`src/rtl/hazard_unit_if.sv`:
```
// Pipeline-side bundle for the hazard unit: ID-stage operand/control info in,
// stall/bubble/forwarding decisions and the stall counter out.
interface hazard_unit_if;
    logic [4:0]  id_rn;
    logic [4:0]  id_rm;
    logic [4:0]  id_rd;
    logic        id_useRn;
    logic        id_useRm;
    logic        id_RegWrite;
    logic        id_MemRead;
    logic        flush;
    logic        stall;
    logic        bubble;
    logic [1:0]  fwdA;
    logic [1:0]  fwdB;
    logic [15:0] stallCount;

    modport master (
        output id_rn, id_rm, id_rd, id_useRn, id_useRm, id_RegWrite, id_MemRead, flush,
        input  stall, bubble, fwdA, fwdB, stallCount
    );

    modport slave (
        input  id_rn, id_rm, id_rd, id_useRn, id_useRm, id_RegWrite, id_MemRead, flush,
        output stall, bubble, fwdA, fwdB, stallCount
    );
endinterface

```
`src/rtl/hazard_unit.sv`:
```
// Hazard detection and operand forwarding for a 5-stage pipeline.
// Define HAZARD_FWD_EN for EX forwarding with load-use stalls; otherwise stall on any EX/MEM dependency.
module hazard_unit (
    input  logic          clk,
    input  logic          reset,
    hazard_unit_if.slave  hz
);
    typedef struct packed {
        logic [4:0] rd;
        logic       reg_write;
        logic       mem_read;
        logic [4:0] rn;
        logic [4:0] rm;
        logic       use_rn;
        logic       use_rm;
    } trk_t;

    localparam trk_t       TRK_EMPTY = {$bits(trk_t){1'b0}};
    localparam logic [4:0] XZR       = 5'd31;

    // XZR never carries a dependency, and an unused source never creates one.
    function automatic logic match_f(input trk_t stg, input logic [4:0] src, input logic use_bit);
        match_f = stg.reg_write & use_bit & (src != XZR) & (stg.rd == src);
    endfunction

    trk_t        id_s;
    trk_t        ex_r;
    trk_t        mem_r;
    trk_t        wb_r;
    logic        hazard_s;
    logic        stall_s;
    logic        bubble_s;
    logic [1:0]  fwd_a_s;
    logic [1:0]  fwd_b_s;
    logic [15:0] stall_count_r;
    logic        unused_wb_s;

    // Pack the ID-stage fields in tracker layout.
    always_comb begin
        id_s = {hz.id_rd, hz.id_RegWrite, hz.id_MemRead, hz.id_rn, hz.id_rm, hz.id_useRn, hz.id_useRm};
    end

`ifdef HAZARD_FWD_EN
    // Only a load in EX cannot be forwarded in time for the ID consumer.
    always_comb begin
        hazard_s = ex_r.mem_read & (match_f(ex_r, hz.id_rn, hz.id_useRn) |
                                    match_f(ex_r, hz.id_rm, hz.id_useRm));
    end

    // Operand select for the instruction in EX; the younger MEM result wins over WB.
    always_comb begin
        if (match_f(mem_r, ex_r.rn, ex_r.use_rn)) begin
            fwd_a_s = 2'b10;
        end else if (match_f(wb_r, ex_r.rn, ex_r.use_rn)) begin
            fwd_a_s = 2'b01;
        end else begin
            fwd_a_s = 2'b00;
        end
        if (match_f(mem_r, ex_r.rm, ex_r.use_rm)) begin
            fwd_b_s = 2'b10;
        end else if (match_f(wb_r, ex_r.rm, ex_r.use_rm)) begin
            fwd_b_s = 2'b01;
        end else begin
            fwd_b_s = 2'b00;
        end
    end
`else
    // Without forwarding, any producer still in EX or MEM blocks the consumer.
    always_comb begin
        hazard_s = match_f(ex_r,  hz.id_rn, hz.id_useRn) | match_f(ex_r,  hz.id_rm, hz.id_useRm) |
                   match_f(mem_r, hz.id_rn, hz.id_useRn) | match_f(mem_r, hz.id_rm, hz.id_useRm);
    end

    // Operands always come from the register file.
    always_comb begin
        fwd_a_s = 2'b00;
        fwd_b_s = 2'b00;
    end
`endif

    // Flush beats any hazard; reset low silences both controls.
    always_comb begin
        stall_s  = 1'b0;
        bubble_s = 1'b0;
        if (!reset) begin
            stall_s  = 1'b0;
            bubble_s = 1'b0;
        end else if (hz.flush) begin
            stall_s  = 1'b0;
            bubble_s = 1'b1;
        end else if (hazard_s) begin
            stall_s  = 1'b1;
            bubble_s = 1'b1;
        end else begin
            stall_s  = 1'b0;
            bubble_s = 1'b0;
        end
    end

    // Tracker pipeline moving in lockstep with the control pipeline.
    always_ff @(posedge clk or negedge reset) begin
        if (!reset) begin
            ex_r  <= TRK_EMPTY;
            mem_r <= TRK_EMPTY;
            wb_r  <= TRK_EMPTY;
        end else begin
            ex_r  <= bubble_s ? TRK_EMPTY : id_s;
            mem_r <= ex_r;
            wb_r  <= mem_r;
        end
    end

    // Saturating count of stalled cycles.
    always_ff @(posedge clk or negedge reset) begin
        if (!reset) begin
            stall_count_r <= 16'd0;
        end else if (stall_s && (stall_count_r != 16'hFFFF)) begin
            stall_count_r <= stall_count_r + 16'd1;
        end else begin
            stall_count_r <= stall_count_r;
        end
    end

    // WB fields beyond rd/RegWrite exist for pipeline visibility only.
    assign unused_wb_s = ^wb_r;

    assign hz.stall      = stall_s;
    assign hz.bubble     = bubble_s;
    assign hz.fwdA       = fwd_a_s;
    assign hz.fwdB       = fwd_b_s;
    assign hz.stallCount = stall_count_r;
endmodule
```
`src/flat_wrapper.sv`:
```
// flat-port wrapper written by rule: the top's interface ports become plain ports
module hazard_unit_flat 
  (clk, reset, hz_id_rn, hz_id_rm, hz_id_rd, hz_id_useRn, hz_id_useRm, hz_id_RegWrite, hz_id_MemRead, hz_flush, hz_stall, hz_bubble, hz_fwdA, hz_fwdB, hz_stallCount);
  hazard_unit_if hz_i ();
  input  logic clk;
  input  logic reset;
  input wire logic [$bits(hz_i.id_rn)-1:0] hz_id_rn;
  input wire logic [$bits(hz_i.id_rm)-1:0] hz_id_rm;
  input wire logic [$bits(hz_i.id_rd)-1:0] hz_id_rd;
  input wire logic [$bits(hz_i.id_useRn)-1:0] hz_id_useRn;
  input wire logic [$bits(hz_i.id_useRm)-1:0] hz_id_useRm;
  input wire logic [$bits(hz_i.id_RegWrite)-1:0] hz_id_RegWrite;
  input wire logic [$bits(hz_i.id_MemRead)-1:0] hz_id_MemRead;
  input wire logic [$bits(hz_i.flush)-1:0] hz_flush;
  output wire logic [$bits(hz_i.stall)-1:0] hz_stall;
  output wire logic [$bits(hz_i.bubble)-1:0] hz_bubble;
  output wire logic [$bits(hz_i.fwdA)-1:0] hz_fwdA;
  output wire logic [$bits(hz_i.fwdB)-1:0] hz_fwdB;
  output wire logic [$bits(hz_i.stallCount)-1:0] hz_stallCount;
  assign hz_i.id_rn = hz_id_rn;
  assign hz_i.id_rm = hz_id_rm;
  assign hz_i.id_rd = hz_id_rd;
  assign hz_i.id_useRn = hz_id_useRn;
  assign hz_i.id_useRm = hz_id_useRm;
  assign hz_i.id_RegWrite = hz_id_RegWrite;
  assign hz_i.id_MemRead = hz_id_MemRead;
  assign hz_i.flush = hz_flush;
  assign hz_stall = hz_i.stall;
  assign hz_bubble = hz_i.bubble;
  assign hz_fwdA = hz_i.fwdA;
  assign hz_fwdB = hz_i.fwdB;
  assign hz_stallCount = hz_i.stallCount;
  hazard_unit u_core (.clk(clk), .reset(reset), .hz(hz_i));
endmodule
```
`config.mk`:
```
export PLATFORM = sky130hd
export DESIGN_NAME = hazard_unit_flat
export DESIGN_NICKNAME = d
export VERILOG_FILES = /design/src/rtl/hazard_unit_if.sv /design/src/rtl/hazard_unit.sv /design/src/flat_wrapper.sv
export SDC_FILE = /design/constraint.sdc
export NUM_CORES = 1
export LEC_CHECK = 0
export BUFFER_PORTS_ARGS = -buffer_cell sky130_fd_sc_hd__buf_2
export CAP_MARGIN = 10
export CORE_MARGIN = 5
export CORE_UTILIZATION = 46
export CTS_CLUSTER_SIZE = 14
export DETAILED_ROUTE_END_ITERATION = 8
export GPL_ROUTABILITY_DRIVEN = 0
export HOLD_SLACK_MARGIN = 0.06
export PLACE_DENSITY = 0.75
export SETUP_SLACK_MARGIN = 0.3
export SYNTH_ARGS = -nofsm -noshare
export SYNTH_HDL_FRONTEND = slang
export SYNTH_SLANG_ARGS = --single-unit
export TNS_END_PERCENT = 5
```
`constraint.sdc`:
```
create_clock -name clk -period 1.7 [get_ports clk]
set_input_delay 0.17 -clock clk [delete_from_list [all_inputs] [get_ports clk]]
set_output_delay 0.17 -clock clk [all_outputs]
set_load 0.01 [all_outputs]
```
==> qor.log, run 1 <==
INFO  cells_and_area ant_cells=0
INFO  power_and_ir_drop switchingPower=0.349mW
INFO  synthesis      syn_avg_cell_area=10.9µm²
INFO  clock_network  htree_levels=1
INFO  synthesis      ys_dominant_reg_cell=dfrtp_1
INFO  power_and_ir_drop p_comb_frac=0.189
INFO  power_and_ir_drop p_leak=1.07nW
INFO  detailed_routing antenna_violating_nets_post_route=0
INFO  power_and_ir_drop p_sw_frac=0.266
INFO  sta            final-max-slew-violation-count=0
INFO  detailed_routing routed_wl=3.91mm
INFO  setup_path     cp.buffers_inverters=2
INFO  power_and_ir_drop ir_worst_vdd=467µV
INFO  grt            pin_count_of_the_biggest_net_entering_global_routing=29
INFO  grt            grt_first_pass_wirelength=6.16mm
INFO  synthesis      synth-edff-count=0
INFO  cells_and_area commonest_non_fill_non_tap_cell_in_the_layout=buf_2
INFO  sta            finalCritPeriodShare=1.22
INFO  synthesis      synthesis.area=0.00149mm²
INFO  place          port-buffer-count=38
INFO  die            die_y=66.9µm
INFO  setup_path     worstSetupStartpointType=flop
INFO  cells_and_area most_frequent_cells_in_the_layout=buf_2 (38), dfrtp_1 (26), buf_4 (22)
INFO  die            num_io_pins=44
INFO  place          placedInstanceArea=0.00186mm²
INFO  die            start_util=0.483
INFO  sta            final_hold_fails=0
INFO  synthesis      postSynthRegisterBits=28
INFO  setup_path     worst_path_max_delay_cell=dfrtp_1
INFO  die            coreArea=0.00308mm²
INFO  synthesis      yosysSeqAreaShare=0.471
INFO  clock_network  clock_network_latency_to_the_later_pin_of_the_worst_skew_pair=340ps
INFO  grt            grt_overflow=0
INFO  cells_and_area finish.instance_area=0.00214mm²
INFO  detailed_routing route.vias.total=1,247
INFO  sta            clock.fmax=484MHz
INFO  detailed_routing detail_route.iter0.violations=70
INFO  setup_path     crit_path_cell_trace=xnor2_2 -> nand4_1 -> o22ai_2 -> buf_4 -> a221oi_2 -> nor2b_2 -> buf_2
INFO  worst_hold_path hold_class=in -> reg
INFO  sta            finalClockSkew=2.11ps
INFO  sta            setup_ws=-368ps
INFO  cells_and_area fraction_of_final_layout_cells_with_drive_strength_greater_than_1=0.459
INFO  cells_and_area final_net_count=231
INFO  setup_path     cpLargestDelayFamily=flip-flops
INFO  grt            vias_in_the_first_global_route=1,356
INFO  setup_path     worst-setup-path-type=reg -> out
INFO  setup_path     worst_ep_required_time=1530ps
INFO  sta            hold-worst-slack=312ps
INFO  die            floorplan.die.width=66.9µm
INFO  die            floorplan.rows=20
INFO  setup_path     worst_path_largest_cell_delay=470ps
INFO  synthesis      yosys_warnings=0
INFO  clock_network  max-clock-path-buffers=2
INFO  detailed_routing routed_via_density=4.97
INFO  sta            period_minus_slack=2070ps
INFO  place          pre_cts_slack=-326ps
INFO  setup_path     cp-end-kind=output port
INFO  grt            grt.total_usage=0.183
INFO  synthesis      postSynthCellCount=136
INFO  power_and_ir_drop powerDensity=613mW/mm²
INFO  cells_and_area synthToLayoutAreaGrowth=44.2%
INFO  power_and_ir_drop internal_power=0.965mW
INFO  power_and_ir_drop seqPwrFrac=0.555
INFO  run_status     failed_checks=setup timing
INFO  setup_path     worstPathArrival=1900ps
INFO  synthesis      netlist-cell-type-count=34
INFO  cells_and_area final_core_utilization=0.697
INFO  sta            final.setup.tns=-3370ps
INFO  grt            antenna_violations_before_repair=0
INFO  clock_network  cts.sink_count=28
INFO  sta            final-setup-viol-count=23
INFO  detailed_routing remaining_drc_errors=0
INFO  clock_network  clk_pin_slew_worst_paths=150ps
INFO  clock_network  cts-buffers-inserted=3
INFO  detailed_routing routed_wire_length_per_instance=15.6µm
INFO  clock_network  cts_tree=done
INFO  run_status     run_status=finished, violations left
INFO  flow_run       drv.max_cap_violation_count=0
INFO  sta            unrepaired_setup_endpoints_after_global_routing=yes
INFO  detailed_routing first_pass_iters=4
INFO  setup_path     crit_fanout=3
INFO  die            die-area=0.00447mm²
INFO  clock_network  root_buffer=clkbuf_4
INFO  place          place.detailed.hpwl=2.62mm
INFO  synthesis      async_flop_share=1.00
INFO  power_and_ir_drop power_frac_clock=0.255
## path summary, 6_finish.rpt
kind	cells past startpoint	slack [ps]	to	startpoint
min in group asynchronous	4	480	u_core.hz.stallCount[3]	reset
max in group asynchronous	4	1060	u_core.ex_r[16]	reset
min	5	310	u_core.ex_r[16]	hz_flush
max	7	-370	hz_bubble	u_core.ex_r[17]
max reg2reg	6	-250	u_core.hz.stallCount[7]	u_core.ex_r[17]
min reg2reg	0	450	u_core.mem_r[13]	u_core.ex_r[13]
## logic make-up after synthesis
| family | synth area share |
|---|---|
| multiplexers | 0.0227 |
| buffers and inverters | 0.0328 |
| XOR/XNOR | 0.188 |
| AND/OR/NAND/NOR | 0.211 |
| adder cells (fa/ha/maj) | 0.00841 |
| AO/OA/AOI/OAI | 0.0631 |
| other | 0.00252 |
| flip-flops | 0.471 |
## stage by stage
step	total power [mW]	cells
after CTS	1.31	249
after global placement	0.939	234
final	1.31	251
after global routing	1.38	251
after floorplan	0.852	139
after detailed placement	0.950	234
## area by class of cell
cell class                      instances  area [µm²]
Sequential cell                        28         703
Multi-Input combinational cell        104         886
Clock buffer                            4        36.3
Tap cell                               44        55.1
Timing Repair Buffer                   69         457
Inverter                                2        7.51
Fill cell                             218         933
## synthesized netlist by cell type, types with 2 or more instances
cell | instances | area share
xor2_1 | 10 | 0.059
nand2_1 | 14 | 0.035
xnor2_1 | 22 | 0.13
nor3_1 | 5 | 0.017
inv_1 | 2 | 0.0050
nand3_1 | 6 | 0.020
nand4_1 | 5 | 0.021
nor4_1 | 5 | 0.021
nor2_1 | 3 | 0.0076
dfrtp_1 | 28 | 0.47
buf_4 | 4 | 0.020
mux2_2 | 2 | 0.015
nor2b_1 | 8 | 0.034
o21a_1 | 2 | 0.010
## flip-flops by register name, indices dropped and copies added, names as in the netlist
name and flops:
u_core.ex_r 6, u_core.hz.stallCount 16, u_core.mem_r 6
## power groups by stage
stage          clock network [mW]  logic (mW)  registers (mW)
2_1_floorplan                   0       0.104           0.747
3_3_place_gp                    0       0.203           0.736
3_5_place_dp                    0       0.210           0.740
4_1_cts                     0.343       0.237           0.727
5_1_grt                     0.372       0.276           0.733
6_report                    0.336       0.249           0.730
## worst min-delay path: cells and delay by family
kind	cells	cell delay [ps]
compound gates	1	40
simple gates	2	170
buf+inv	2	250
## routing by layer
layer	global-route usage	up-vias	share of wire
li1	-	605	-
met1	0.225	604	0.42
met2	0.321	33	0.52
met3	0.0304	5	0.044
met4	0.0658	0	0.012
met5	0	-	0
## repair_timing
action | 4_1_cts | 5_1_grt
pin swaps | 10 | 9
setup endpoints to repair | 24 | 24
buffers inserted | 4 | 1
hold buffers | 7 | 1
endpoints found under the hold margin | 33 | 1
resized for setup | 10 | 14
Note: power is estimated with default switching activity, not from simulation.
==> run 2: changes to the inputs <==
--- a/config.mk
+++ b/config.mk
@@ -7,7 +7,6 @@
 export LEC_CHECK = 0
 export BUFFER_PORTS_ARGS = -buffer_cell sky130_fd_sc_hd__buf_2
 export CAP_MARGIN = 10
-export CORE_MARGIN = 5
 export CORE_UTILIZATION = 46
 export CTS_CLUSTER_SIZE = 14
 export DETAILED_ROUTE_END_ITERATION = 8
==> qor.log, run 2 (synthesis results as in run 1) <==
INFO  setup_path     worstSetupStartpointType=flop [unchanged]
INFO  grt            grt.total_usage=0.221 [was 0.183]
INFO  grt            vias_in_the_first_global_route=1,298 [was 1,356]
INFO  clock_network  cts.sink_count=28 [unchanged]
INFO  detailed_routing antenna_violating_nets_post_route=0 [unchanged]
INFO  clock_network  cts-buffers-inserted=3 [unchanged]
INFO  clock_network  cts_tree=done [unchanged]
INFO  clock_network  clock_network_latency_to_the_later_pin_of_the_worst_skew_pair=330ps [was 340 ps]
INFO  sta            unrepaired_setup_endpoints_after_global_routing=yes [unchanged]
INFO  detailed_routing remaining_drc_errors=0 [unchanged]
INFO  cells_and_area synthToLayoutAreaGrowth=39.9% [was 44.2%]
INFO  power_and_ir_drop powerDensity=599mW/mm² [was 613 mW/mm²]
INFO  setup_path     crit_fanout=7 [was 3]
INFO  die            coreArea=0.00305mm² [was 0.00308 mm²]
INFO  sta            final-max-slew-violation-count=0 [unchanged]
INFO  detailed_routing routed_wl=3.51mm [was 3.91 mm]
INFO  clock_network  clk_pin_slew_worst_paths=140ps [was 150 ps]
INFO  power_and_ir_drop power_frac_clock=0.230 [was 0.255]
INFO  cells_and_area commonest_non_fill_non_tap_cell_in_the_layout=buf_2 [unchanged]
INFO  power_and_ir_drop internal_power=0.913mW [was 0.965 mW]
INFO  grt            grt_overflow=0 [unchanged]
INFO  cells_and_area largest_register_ff_count=16 [unchanged]
INFO  power_and_ir_drop p_sw_frac=0.268 [was 0.266]
INFO  place          port-buffer-count=38 [unchanged]
INFO  setup_path     worstPathArrival=2290ps [was 1900 ps]
INFO  run_status     run_status=finished, violations left [unchanged]
INFO  power_and_ir_drop fin_total_pwr=1.25mW [was 1.31 mW]
INFO  power_and_ir_drop switchingPower=0.334mW [was 0.349 mW]
INFO  die            floorplan.die.width=58.9µm [was 66.9 µm]
INFO  setup_path     worst-setup-path-type=reg -> reg [was reg -> out]
INFO  grt            grt_first_pass_wirelength=5.77mm [was 6.16 mm]
INFO  cells_and_area finish.instance_area=0.00208mm² [was 0.00214 mm²]
INFO  sta            final-setup-viol-count=22 [was 23]
INFO  sta            maxSlewHeadroom=0.626
INFO  grt            pin_count_of_the_biggest_net_entering_global_routing=29 [unchanged]
INFO  clock_network  root_buffer=clkbuf_4 [unchanged]
INFO  setup_path     worst_ep_required_time=1960ps [was 1530 ps]
INFO  setup_path     cp-end-kind=flop [was output port]
INFO  die            floorplan.rows=20 [unchanged]
INFO  die            num_io_pins=44 [unchanged]
INFO  sta            finalCritPeriodShare=1.20 [was 1.22]
INFO  cells_and_area most_frequent_cells_in_the_layout=buf_2 (37), dfrtp_1 (27), xnor2_1 (21) [was buf_2 (38), dfrtp_1 (26), buf_4 (22)]
INFO  sta            hold-worst-slack=61.6ps [was 312 ps]
INFO  worst_hold_path hold_path_startpoint=hz_id_rd[2] [was hz_flush]
INFO  place          place.detailed.hpwl=2.46mm [was 2.62 mm]
INFO  cells_and_area ant_cells=0 [unchanged]
INFO  die            die_y=58.9µm [was 66.9 µm]
INFO  clock_network  htree_levels=1 [unchanged]
INFO  sta            worst_pin_slew=559ps
INFO  detailed_routing routed_wire_length_per_instance=14.3µm [was 15.6 µm]
INFO  setup_path     worstReg2RegStart=u_core.ex_r[18] [was u_core.ex_r[17]]
INFO  die            start_util=0.487 [was 0.483]
INFO  flow_run       drv.max_cap_violation_count=0 [unchanged]
INFO  grt            antenna_violations_before_repair=0 [unchanged]
INFO  die            die-area=0.00347mm² [was 0.00447 mm²]
INFO  worst_hold_path hold_class=in -> reg [unchanged]
INFO  detailed_routing first_pass_iters=4 [unchanged]
INFO  detailed_routing route.vias.total=1,262 [was 1,247]
INFO  run_status     failed_checks=setup timing [unchanged]
INFO  detailed_routing routed_via_density=5.13 [was 4.97]
INFO  detailed_routing detail_route.iter0.violations=67 [was 70]
INFO  cells_and_area fraction_of_final_layout_cells_with_drive_strength_greater_than_1=0.446 [was 0.459]
INFO  setup_path     critPathLaunch=u_core.ex_r[18] [was u_core.ex_r[17]]
INFO  sta            finalClockSkew=11.6ps [was 2.11 ps]
INFO  sta            setup_ws=-333ps [was -368 ps]
INFO  power_and_ir_drop p_comb_frac=0.187 [was 0.189]
INFO  sta            period_minus_slack=2030ps [was 2070 ps]
INFO  power_and_ir_drop ir_worst_vdd=390µV [was 467 µV]
INFO  power_and_ir_drop p_leak=1.00nW [was 1.07 nW]
INFO  clock_network  max-clock-path-buffers=2 [unchanged]
INFO  power_and_ir_drop seqPwrFrac=0.584 [was 0.555]
INFO  sta            final_hold_fails=0 [unchanged]
INFO  place          placedInstanceArea=0.00185mm² [was 0.00186 mm²]
INFO  cells_and_area final_net_count=226 [was 231]
INFO  sta            clock.fmax=492MHz [was 484 MHz]
## run 2: cell count changes in the layout (fill, tap and decap cells not counted), sizes merged
cell         previous run  this run
dlygate4sd3             7         5
buf                    62        59
## run 2: layout make-up
type / instances / area [µm²]
Fill cell: 239 / 971
Inverter: 2 / 7.51
Multi-Input combinational cell: 104 / 867
Clock buffer: 4 / 26.3
Tap cell: 44 / 55.1
Sequential cell: 28 / 702
Timing Repair Buffer: 64 / 424
## run 2: per-stage QoR
stage	TNS (ps)	instances	worst slack, ps	utilization
final	-4460	246	-333	0.682
after global routing	-6070	246	-386	0.682
after CTS	-4590	246	-330	0.671
after detailed placement	-2920	233	-272	0.607
after global placement	-1250	233	-140	0.607
after floorplan	-305	139	-98.0	-
## run 2: path summary, 6_finish.rpt
check / endpoint / slack [ps] / cells after the start
worst max register to register: u_core.hz.stallCount[4] / -330 / 7
min in group asynchronous: u_core.hz.stallCount[0] / 460 / 4
max in group asynchronous: u_core.mem_r[14] / 1070 / 4
worst max-delay path: u_core.hz.stallCount[4] / -330 / 7
worst min-delay path: u_core.ex_r[16] / 60 / 2
worst min register to register: u_core.mem_r[13] / 420 / 0
## run 2: layer usage
layer / global-route usage / wire length [µm] / up-vias
met5: 0 / 0 / -
met4: 0.0952 / 76 / 0
met3: 0.0264 / 131 / 10
met2: 0.388 / 1840 / 34
met1: 0.272 / 1470 / 625
li1: - / - / 593
## run 2: what timing repair did
action                                 4_1_cts  5_1_grt
pin swaps                                   11        8
hold buffers                                 6        0
gates resized for setup                     16        7
endpoints found under the hold margin       32        0
setup endpoints to repair                   24       24
buffers inserted                             3        0
cloned                                       0        0
## run 2: critical path: stages (launching register included)
cell,delay [ps]
dfrtp_1,450
xnor2_1,170
nand4_1,160
o22ai_2,250
a32oi_4,190
buf_4,220
nor4b_2,360
xor2_1,170
## run 2: power by group through the flow
stage	clock network (mW)	logic, mW	registers (mW)
finish	0.286	0.233	0.728
global route	0.312	0.258	0.731
CTS	0.296	0.233	0.727
detailed placement	0	0.211	0.740
global placement	0	0.202	0.736
floorplan	0	0.104	0.747
